--- src/rtl/ts_pkg.sv ---
// Shared defaults for the trigger conditioner.
//   NChDefault      - default channel count
//   FilterWDefault  - default glitch-filter counter width
//   HoldoffWDefault - default holdoff counter width
//   StartupCnt      - cycles after reset during which f loads s and edges are masked
package ts_pkg;

  localparam int unsigned NChDefault      = 8;
  localparam int unsigned FilterWDefault  = 8;
  localparam int unsigned HoldoffWDefault = 16;

  localparam logic [1:0]  StartupCnt      = 2'd3;

endpackage

--- src/rtl/ts_trig_chan.sv ---
// One trigger channel: 2-FF synchroniser, glitch filter, edge select and holdoff.
// Ports:
//   clk, rst      - clock, asynchronous active-high reset
//   pin           - raw asynchronous trigger pin
//   startup       - high while the top's startup counter runs; f tracks s, no edges
//   enable        - channel enable
//   rise_en       - accept rising edges
//   fall_en       - accept falling edges
//   filter_len    - extra stable cycles required before f follows s
//   holdoff       - dead time loaded after an accepted edge
//   accepted      - combinational: an edge is accepted this cycle
module ts_trig_chan
  import ts_pkg::*;
#(
  parameter int unsigned FILTER_W  = FilterWDefault,
  parameter int unsigned HOLDOFF_W = HoldoffWDefault
) (
  input  logic                 clk,
  input  logic                 rst,
  input  logic                 pin,
  input  logic                 startup,
  input  logic                 enable,
  input  logic                 rise_en,
  input  logic                 fall_en,
  input  logic [FILTER_W-1:0]  filter_len,
  input  logic [HOLDOFF_W-1:0] holdoff,
  output logic                 accepted
);

  logic                 sync1_q, s_q;
  logic                 f_q, f_d;
  logic                 f_dly_q, f_dly_d;
  logic [FILTER_W-1:0]  c_q, c_d;
  logic [HOLDOFF_W-1:0] h_q, h_d;
  logic                 rise, fall, hit;

  always_comb begin
    f_d     = f_q;
    f_dly_d = f_q;
    c_d     = '0;
    if (startup) begin
      // Loading the delay stage too keeps a pin held high through reset from
      // looking like a rising edge once startup ends.
      f_d     = s_q;
      f_dly_d = s_q;
    end else if (s_q != f_q) begin
      if (c_q >= filter_len) begin
        f_d = s_q;
      end else begin
        c_d = c_q + 1'b1;
      end
    end

    rise     = f_q & ~f_dly_q;
    fall     = ~f_q & f_dly_q;
    hit      = ~startup & enable & ((rise & rise_en) | (fall & fall_en));
    accepted = hit && (h_q == '0);

    // Holdoff keeps counting regardless of enable.
    h_d = h_q;
    if (accepted) begin
      h_d = holdoff;
    end else if (h_q != '0) begin
      h_d = h_q - 1'b1;
    end
  end

  always_ff @(posedge clk or posedge rst) begin
    if (rst) begin
      sync1_q <= 1'b0;
      s_q     <= 1'b0;
      f_q     <= 1'b0;
      f_dly_q <= 1'b0;
      c_q     <= '0;
      h_q     <= '0;
    end else begin
      sync1_q <= pin;
      s_q     <= sync1_q;
      f_q     <= f_d;
      f_dly_q <= f_dly_d;
      c_q     <= c_d;
      h_q     <= h_d;
    end
  end

endmodule

--- src/rtl/ts_trigger_cond.sv ---
// Trigger pin conditioner: per-channel sync/filter/edge/holdoff, registered
// one-cycle trigger pulses and a one-deep RTC timestamp latch.
// Ports:
//   aclk, areset            - clock, asynchronous active-high reset
//   trig_in                 - raw trigger pins
//   cfg_enable/rise/fall    - per-channel enable and edge selects
//   cfg_filter_len          - glitch filter length L (shared)
//   cfg_holdoff             - holdoff length H (shared)
//   rtc_sec, rtc_nsec       - time source
//   ext_trigger             - accepted-edge pulses
//   ts_valid/ts_ready       - timestamp handshake
//   ts_mask, ts_sec, ts_nsec- captured channels and time
//   ts_overflow, ts_ovf_clr - sticky lost-event flag and its clear
module ts_trigger_cond
  import ts_pkg::*;
#(
  parameter int unsigned N_CH      = NChDefault,
  parameter int unsigned FILTER_W  = FilterWDefault,
  parameter int unsigned HOLDOFF_W = HoldoffWDefault
) (
  input  logic                 aclk,
  input  logic                 areset,
  input  logic [N_CH-1:0]      trig_in,
  input  logic [N_CH-1:0]      cfg_enable,
  input  logic [N_CH-1:0]      cfg_rise,
  input  logic [N_CH-1:0]      cfg_fall,
  input  logic [FILTER_W-1:0]  cfg_filter_len,
  input  logic [HOLDOFF_W-1:0] cfg_holdoff,
  input  logic [31:0]          rtc_sec,
  input  logic [31:0]          rtc_nsec,
  output logic [N_CH-1:0]      ext_trigger,
  output logic                 ts_valid,
  input  logic                 ts_ready,
  output logic [N_CH-1:0]      ts_mask,
  output logic [31:0]          ts_sec,
  output logic [31:0]          ts_nsec,
  output logic                 ts_overflow,
  input  logic                 ts_ovf_clr
);

  logic [1:0]      startup_cnt_q;
  logic            startup;
  logic [N_CH-1:0] accepted;

  assign startup = (startup_cnt_q != StartupCnt);

  always_ff @(posedge aclk or posedge areset) begin
    if (areset) begin
      startup_cnt_q <= 2'd0;
    end else if (startup) begin
      startup_cnt_q <= startup_cnt_q + 2'd1;
    end
  end

  for (genvar i = 0; i < N_CH; i++) begin : g_chan
    ts_trig_chan #(
      .FILTER_W  (FILTER_W),
      .HOLDOFF_W (HOLDOFF_W)
    ) u_chan (
      .clk        (aclk),
      .rst        (areset),
      .pin        (trig_in[i]),
      .startup    (startup),
      .enable     (cfg_enable[i]),
      .rise_en    (cfg_rise[i]),
      .fall_en    (cfg_fall[i]),
      .filter_len (cfg_filter_len),
      .holdoff    (cfg_holdoff),
      .accepted   (accepted[i])
    );
  end

  logic            event_any, capture;
  logic            valid_q, valid_d;
  logic            ovf_q, ovf_d;
  logic [N_CH-1:0] trig_q, mask_q, mask_d;
  logic [31:0]     sec_q, sec_d, nsec_q, nsec_d;

  always_comb begin
    event_any = |accepted;
    capture   = event_any && (!valid_q || ts_ready);
    valid_d   = valid_q;
    mask_d    = mask_q;
    sec_d     = sec_q;
    nsec_d    = nsec_q;
    ovf_d     = ovf_q;
    if (capture) begin
      valid_d = 1'b1;
      mask_d  = accepted;
      sec_d   = rtc_sec;
      nsec_d  = rtc_nsec;
    end else if (valid_q && ts_ready) begin
      valid_d = 1'b0;
    end
    // A new loss takes priority over a clear in the same cycle.
    if (event_any && valid_q && !ts_ready) begin
      ovf_d = 1'b1;
    end else if (ts_ovf_clr) begin
      ovf_d = 1'b0;
    end
  end

  always_ff @(posedge aclk or posedge areset) begin
    if (areset) begin
      trig_q  <= '0;
      valid_q <= 1'b0;
      mask_q  <= '0;
      sec_q   <= '0;
      nsec_q  <= '0;
      ovf_q   <= 1'b0;
    end else begin
      trig_q  <= accepted;
      valid_q <= valid_d;
      mask_q  <= mask_d;
      sec_q   <= sec_d;
      nsec_q  <= nsec_d;
      ovf_q   <= ovf_d;
    end
  end

  assign ext_trigger = trig_q;
  assign ts_valid    = valid_q;
  assign ts_mask     = mask_q;
  assign ts_sec      = sec_q;
  assign ts_nsec     = nsec_q;
  assign ts_overflow = ovf_q;

endmodule
--- config.mk ---
export PLATFORM = sky130hd
export DESIGN_NAME = ts_trigger_cond
export DESIGN_NICKNAME = d
export VERILOG_FILES = /design/src/rtl/ts_pkg.sv /design/src/rtl/ts_trig_chan.sv /design/src/rtl/ts_trigger_cond.sv
export SDC_FILE = /design/constraint.sdc
export NUM_CORES = 1
export LEC_CHECK = 0
export ABC_AREA = 1
export CORE_ASPECT_RATIO = 1.25
export CORE_UTILIZATION = 55
export CTS_CLUSTER_SIZE = 8
export DETAILED_ROUTE_END_ITERATION = 8
export PLACE_DENSITY = 0.81
export SYNTH_ARGS = -nofsm -noshare
export SYNTH_HDL_FRONTEND = slang
export SYNTH_SLANG_ARGS = --single-unit
--- constraint.sdc ---
create_clock -name aclk -period 12.1 [get_ports aclk]
set_input_delay 2.42 -clock aclk [delete_from_list [all_inputs] [get_ports aclk]]
set_output_delay 2.42 -clock aclk [all_outputs]
set_load 0.02 [all_outputs]
==> results.json, run 1 <==
{
  "status": "finished clean",
  "crit_family": "simple AND/OR/NAND/NOR gates",
  "power_density_nw_per_um2": 128.7,
  "r2r-start": "startup_cnt_q[0]$_DFFE_PP0P_",
  "p_sw_mw": 0.6971,
  "cts_inserted_buffers": 44,
  "crit_buf_inv": 1,
  "finalWirelength_microns": 45520,
  "place_inst": 2559,
  "final_layout_size_suffix_gt1_frac": 0.03483,
  "synth_compound_area_frac": 0.09514,
  "grt_max_degree": 182,
  "cp-start-kind": "input pin",
  "rsz0062_at_grt": "false",
  "cts_root_buf": "clkbuf_16",
  "power_frac_seq": 0.446,
  "seq_area_frac_synth": 0.4662,
  "cts_tree": "done",
  "clkTransAtPathRegs_ns": 0.05,
  "final_common_cell": "nand2_1",
  "ctsHtreeMaxLevel": 2,
  "layout_common_cells": "419 x nand2_1, 308 x dfrtp_1, 227 x nor2_1",
  "antenna_found_initial": 0,
  "synthMuxAreaShare": 0.0006812,
  "drtPass1Iterations": 6,
  "path_class": "in2reg",
  "synthAdderAreaFrac": 0.06736,
  "timing.final.ws_setup_ns": 6.838,
  "syn_nets": 2211,
  "antenna_cells": 0,
  "synth_xor_area_frac": 0.05722,
  "crit_path_max_incr_delay_ns": 0.62,
  "clockPowerShare": 0.418,
  "yosysWarnings": 0,
  "start_util": 0.5617,
  "grt_util_met3": 0.04617,
  "cp_max_fo": 73,
  "hold_buffers": 0,
  "crit_chain": "clkdlybuf4s50_1 -> nand3_1 -> a21oi_2 -> nand3_4 -> nand2_1 -> nor2_2 -> nand2_4 -> nand2_4 -> nand2_1 -> nand2_1",
  "fin_skew_ns": 0.01302,
  "arrival_ns": 5.67,
  "hp-start": "g_chan[3].u_chan.sync1_q$_DFF_PP0_",
  "routedWlPerCell_microns": 17.46,
  "drt-initial-drc-count": 1265,
  "synth_cell_types": 43,
  "grt-ovfl-total": 0,
  "internal_power_mw": 1.880,
  "peakVddDrop_mv": 0.08360,
  "p_leak_nw": 9.752,
  "clk_latency_ns": 0.54,
  "hold_viol_final": 0,
  "final_cells": 2607,
  "die_area_sq_um": 30760,
  "fp.coreArea_sq_um": 29430,
  "slew_violations": 0,
  "cts_setup_buffers": 0,
  "gp_congestion": 0.9237,
  "crit_path_top_delay_cell": "nand2_4",
  "switching_share": 0.2705,
  "synth_top_family_by_area": "simple AND/OR/NAND/NOR gates",
  "die_x_microns": 157.1,
  "crit_top_cell": "nand2_1",
  "yosys.area_share.simple": 0.2481,
  "route.vias.total": 14712,
  "dp_hpwl_microns": 31440,
  "finalSetupTns_ns": 0,
  "syn_avg_cell_area_sq_um": 8.274,
  "cts_resized": 0,
  "rows": 70,
  "netlist_area_sq_um": 16530,
  "fin_crit_ns": 5.262,
  "port_buffers": 205,
  "area_growth_syn_to_layout_pct": 21.15,
  "clock_path_buffers": 3,
  "cts.sinks": 308,
  "combPwrFrac": 0.136,
  "max_freq_mhz": 190.0,
  "grt_pass1_wl_microns": 73020,
  "grt_pass1_vias": 14622,
  "use_met2": 0.5235,
  "hold_path_class": "reg2reg",
  "use_met1": 0.3641,
  "crit_required_ns": 12.51,
  "die_h_microns": 195.8,
  "crit_path_end_kind": "flip-flop",
  "detail-route-antenna-nets": 0,
  "num_io_pins": 206,
  "startpoint": "cfg_fall[0]",
  "drt-vias-per-instance": 5.643,
  "busiest_layer": "met2",
  "grt_usage": 0.3014,
  "slew_headroom": 0.2741,
  "ys_ff_latch": 308,
  "drc": 0,
  "worstMarginPinSlew_ns": 1.089,
  "nets": 2422,
  "maxCapViolCount": 0,
  "setup_viol": 0,
  "fin_crit_sh": 0.4349,
  "post-place-ws_ns": 6.332,
  "synthCells": 1998
}
synth_stat cells (all sizes together):
cell / count / area, sq um
a211oi: 5 / 37.54
a21boi: 1 / 7.510
a21oi: 125 / 663.1
a22o: 1 / 8.760
a22oi: 1 / 7.510
a31oi: 22 / 137.6
and3: 4 / 25.02
buf: 25 / 177.7
clkbuf: 19 / 71.32
dfrtp: 308 / 7707
ha: 89 / 1114
inv: 221 / 829.6
mux2: 1 / 11.26
nand2: 421 / 1595
nand3: 192 / 978.4
nand3b: 14 / 105.1
nand4: 21 / 137.6
nor2: 237 / 919.6
nor3: 53 / 265.3
nor4: 6 / 37.54
o211ai: 3 / 22.52
o21a: 1 / 7.510
o21ai: 75 / 375.4
o21bai: 1 / 7.510
o221ai: 23 / 201.4
o22ai: 14 / 87.58
o2bb2ai: 1 / 8.760
or2: 6 / 37.54
xnor2: 35 / 306.5
xor2: 73 / 639.4
stage by stage:
step                utilization  power (mW)  instance area [sq um]  hold WS (ns)
floorplan                     -       1.371                  16530        0.3312
global placement         0.6415       1.489                  18880        0.3353
finish                   0.6805       2.577                  20030        0.3452
CTS                      0.6805       2.593                  20030        0.3451
global route             0.6805       2.682                  20030        0.3551
detailed placement       0.6415       1.510                  18880        0.3347
path summary, 6_finish.rpt:
check                                                 end  slack (ns)  cells past startpoint
max in group asynchronous        ext_trigger[1]$_DFF_PP0_        8.10                      3
setup / recovery                   ts_sec[25]$_DFFE_PP0P_        6.84                     10
setup reg to reg                   ts_sec[25]$_DFFE_PP0P_        8.11                     11
hold / removal             g_chan[3].u_chan.s_q$_DFF_PP0_        0.35                      0
hold reg to reg            g_chan[3].u_chan.s_q$_DFF_PP0_        0.35                      0
min in group asynchronous          ts_sec[22]$_DFFE_PP0P_        2.43                      2
routing by layer:
layer,wire length [microns],vias up
li1,-,6986
met1,17710,7078
met2,22960,507
met3,2744,141
met4,2103,0
met5,0,-
state kept, by name, indices dropped and copies added, names as in the netlist:
| name | cells |
|---|---|
| g_chan.u_chan.sync1_q | 8 |
| g_chan.u_chan.f_dly_q | 8 |
| g_chan.u_chan.s_q | 8 |
| startup_cnt_q | 2 |
| g_chan.u_chan.c_q | 64 |
| g_chan.u_chan.f_q | 8 |
| ts_overflow | 1 |
| ts_sec | 32 |
| ts_mask | 8 |
| ts_nsec | 32 |
| ext_trigger | 8 |
| g_chan.u_chan.h_q | 128 |
| ts_valid | 1 |
cell type report:
cell class / instances / area, sq um
Clock buffer: 48 / 1147
Tap cell: 396 / 495.5
Inverter: 221 / 837.1
Sequential cell: 308 / 7707
Timing Repair Buffer: 209 / 2095
Multi-Input combinational cell: 1425 / 7745
Fill cell: 2361 / 9402
power by group through the flow:
stage	clock [mW]	combinational [mW]	sequential (mW)
2_1_floorplan	0	0.221	1.15
3_3_place_gp	0	0.328	1.16
3_5_place_dp	0	0.345	1.16
4_1_cts	1.09	0.353	1.15
5_1_grt	1.13	0.393	1.15
6_report	1.08	0.351	1.15
cells by family after synthesis:
group | Yosys count
xor+xnor | 108
compound gates | 273
simple gates | 954
fa+ha+maj | 89
mux | 1
buf+inv | 265
flops | 308
Note: power is estimated with default switching activity, not from simulation.
==> run 2: changes to the inputs <==
Clock period 12.1 ns to 5.1 ns, I/O delays scaled along.
==> run 2 against run 1 <==
Design area up 0.30%. Critical path depth unchanged. Register-to-register slack worse by 6.4 ns. Sequential power up 140%. Total power up 140%. Utilization up 0.20 points. Count of clock-buffer cells in the layout down 3. Worst hold slack worse by 0.0010 ns. Wire length up 1.3%. Clock power up 140%. Combinational power up 140%. Cell count about the same. Critical endpoint is now ts_sec[14]$_DFFE_PP0P_. Largest power group unchanged.
==> results.json, run 2 (synthesis gave the netlist of run 1 again) <==
{
  "fp.coreArea_sq_um": 29430,
  "hold_buffers": 0,
  "crit_path_end_kind": "flip-flop",
  "crit_required_ns": 5.55,
  "final_common_cell": "nand2_1",
  "port_buffers": 205,
  "largest_register_ffs": 128,
  "die_h_microns": 195.8,
  "layout_common_cells": "419 x nand2_1, 308 x dfrtp_1, 227 x nor2_1",
  "rsz0062_at_grt": "false",
  "arrival_ns": 3.92,
  "grt_max_degree": 129,
  "drtPass1Iterations": 7,
  "die_area_sq_um": 30760,
  "fin_crit_ns": 3.467,
  "antenna_found_initial": 0,
  "placed_cell_area_sq_um": 18930,
  "clkTransAtPathRegs_ns": 0.05,
  "ctsHtreeMaxLevel": 2,
  "max_freq_mhz": 288.4,
  "timing.final.ws_setup_ns": 1.633,
  "route.vias.total": 14771,
  "die_x_microns": 157.1,
  "hold_slack_ns": 0.3442,
  "rows": 70,
  "cp_max_fo": 63,
  "regMostFlops": "g_chan.u_chan.h_q",
  "grt_pass1_vias": 14906,
  "drt-initial-drc-count": 1048,
  "finalWirelength_microns": 46100,
  "fin_area_sq_um": 20090,
  "maxCapViolCount": 0,
  "area_growth_syn_to_layout_pct": 21.51,
  "antenna_cells": 0,
  "slew_violations": 0,
  "clock_path_buffers": 3,
  "cts_setup_buffers": 0,
  "largest_registers": "g_chan.u_chan.h_q (128), g_chan.u_chan.c_q (64)",
  "slew_headroom": 0.4566,
  "cts.sinks": 308,
  "cts_root_buf": "clkbuf_16",
  "nets": 2426,
  "grt_pass1_wl_microns": 72860,
  "routedWlPerCell_microns": 17.67,
  "fin_crit_sh": 0.6798,
  "finalSetupTns_ns": 0,
  "drt-vias-per-instance": 5.662,
  "setup_viol": 0,
  "final_layout_size_suffix_gt1_frac": 0.03660,
  "total_power_mw": 6.137,
  "fin_skew_ns": 0.02171,
  "cts_tree": "done",
  "cp-start-kind": "input pin",
  "peakVddDrop_mv": 0.2065,
  "start_util": 0.5617,
  "grt_usage": 0.3014,
  "cts_resized": 0,
  "post-place-ws_ns": 1.181,
  "dp_hpwl_microns": 32090,
  "clk_latency_ns": 0.54,
  "hold_viol_final": 0,
  "path_class": "in2reg",
  "status": "finished clean",
  "gp_congestion": 0.9150,
  "grt-ovfl-total": 0,
  "num_io_pins": 206,
  "power_density_nw_per_um2": 305.5,
  "worstMarginPinSlew_ns": 0.8150,
  "drc": 0,
  "hold_path_class": "reg2reg",
  "p_leak_nw": 9.779,
  "cts_inserted_buffers": 44,
  "detail-route-antenna-nets": 0
}
## run 2: changes by cell type in the layout (fill, tap and decap cells not counted), sizes merged
cell      before  now
bufinv         0    1
clkbuf        48   45
buf            4    8
inv          221  220
clkinvlp       0    1
## run 2: final timing paths
check / startpoint / end / slack, ns / cells after the start
max reg2reg: startup_cnt_q[0]$_DFFE_PP0P_ / ts_sec[14]$_DFFE_PP0P_ / 1.73 / 11
max in group asynchronous: areset / g_chan[1].u_chan.sync1_q$_DFF_PP0_ / 3.33 / 3
min: g_chan[2].u_chan.sync1_q$_DFF_PP0_ / g_chan[2].u_chan.s_q$_DFF_PP0_ / 0.34 / 0
max: cfg_fall[4] / ts_sec[14]$_DFFE_PP0P_ / 1.63 / 10
min in group asynchronous: areset / g_chan[5].u_chan.f_dly_q$_DFF_PP0_ / 0.80 / 2
min reg2reg: g_chan[2].u_chan.sync1_q$_DFF_PP0_ / g_chan[2].u_chan.s_q$_DFF_PP0_ / 0.34 / 0
## run 2: metrics by stage
stage,utilization,instances
global placement,0.6433,2563
detailed placement,0.6433,2563
CTS,0.6826,2609
global route,0.6826,2609
finish,0.6826,2609
floorplan,-,1998
## run 2: area by class of cell
type                    count  area, sq um
well taps                 396        495.5
multi-input cells        1425         7745
clock buffers              45         1126
repair buffers            213         2150
flip-flops and latches    308         7707
fillers                  2317         9341
clock inverters             1        30.03
inverters                 221        833.3
## run 2: routing by layer
metal  track usage  part of all wire  vias to the layer above
li1              -                 -                     6997
met1        0.3568              0.39                     7051
met2        0.5170              0.49                      542
met3       0.04639             0.061                      181
met4        0.1758             0.059                        0
met5             0                 0                        -
## run 2: worst max-delay path, cell delays in order
cell	delay, ns
clkdlybuf4s50_1	0.46
nand3_1	0.09
a21oi_2	0.66
nand3_1	0.36
nand2_1	0.25
nor2_2	0.07
nand2_4	0.13
buf_4	0.53
nand3_1	0.16
nand2_1	0.12
## run 2: where the power goes
group | switching, mW | internal (mW)
combinational | 0.512 | 0.314
sequential | 0.133 | 2.59
clock | 1.00 | 1.58
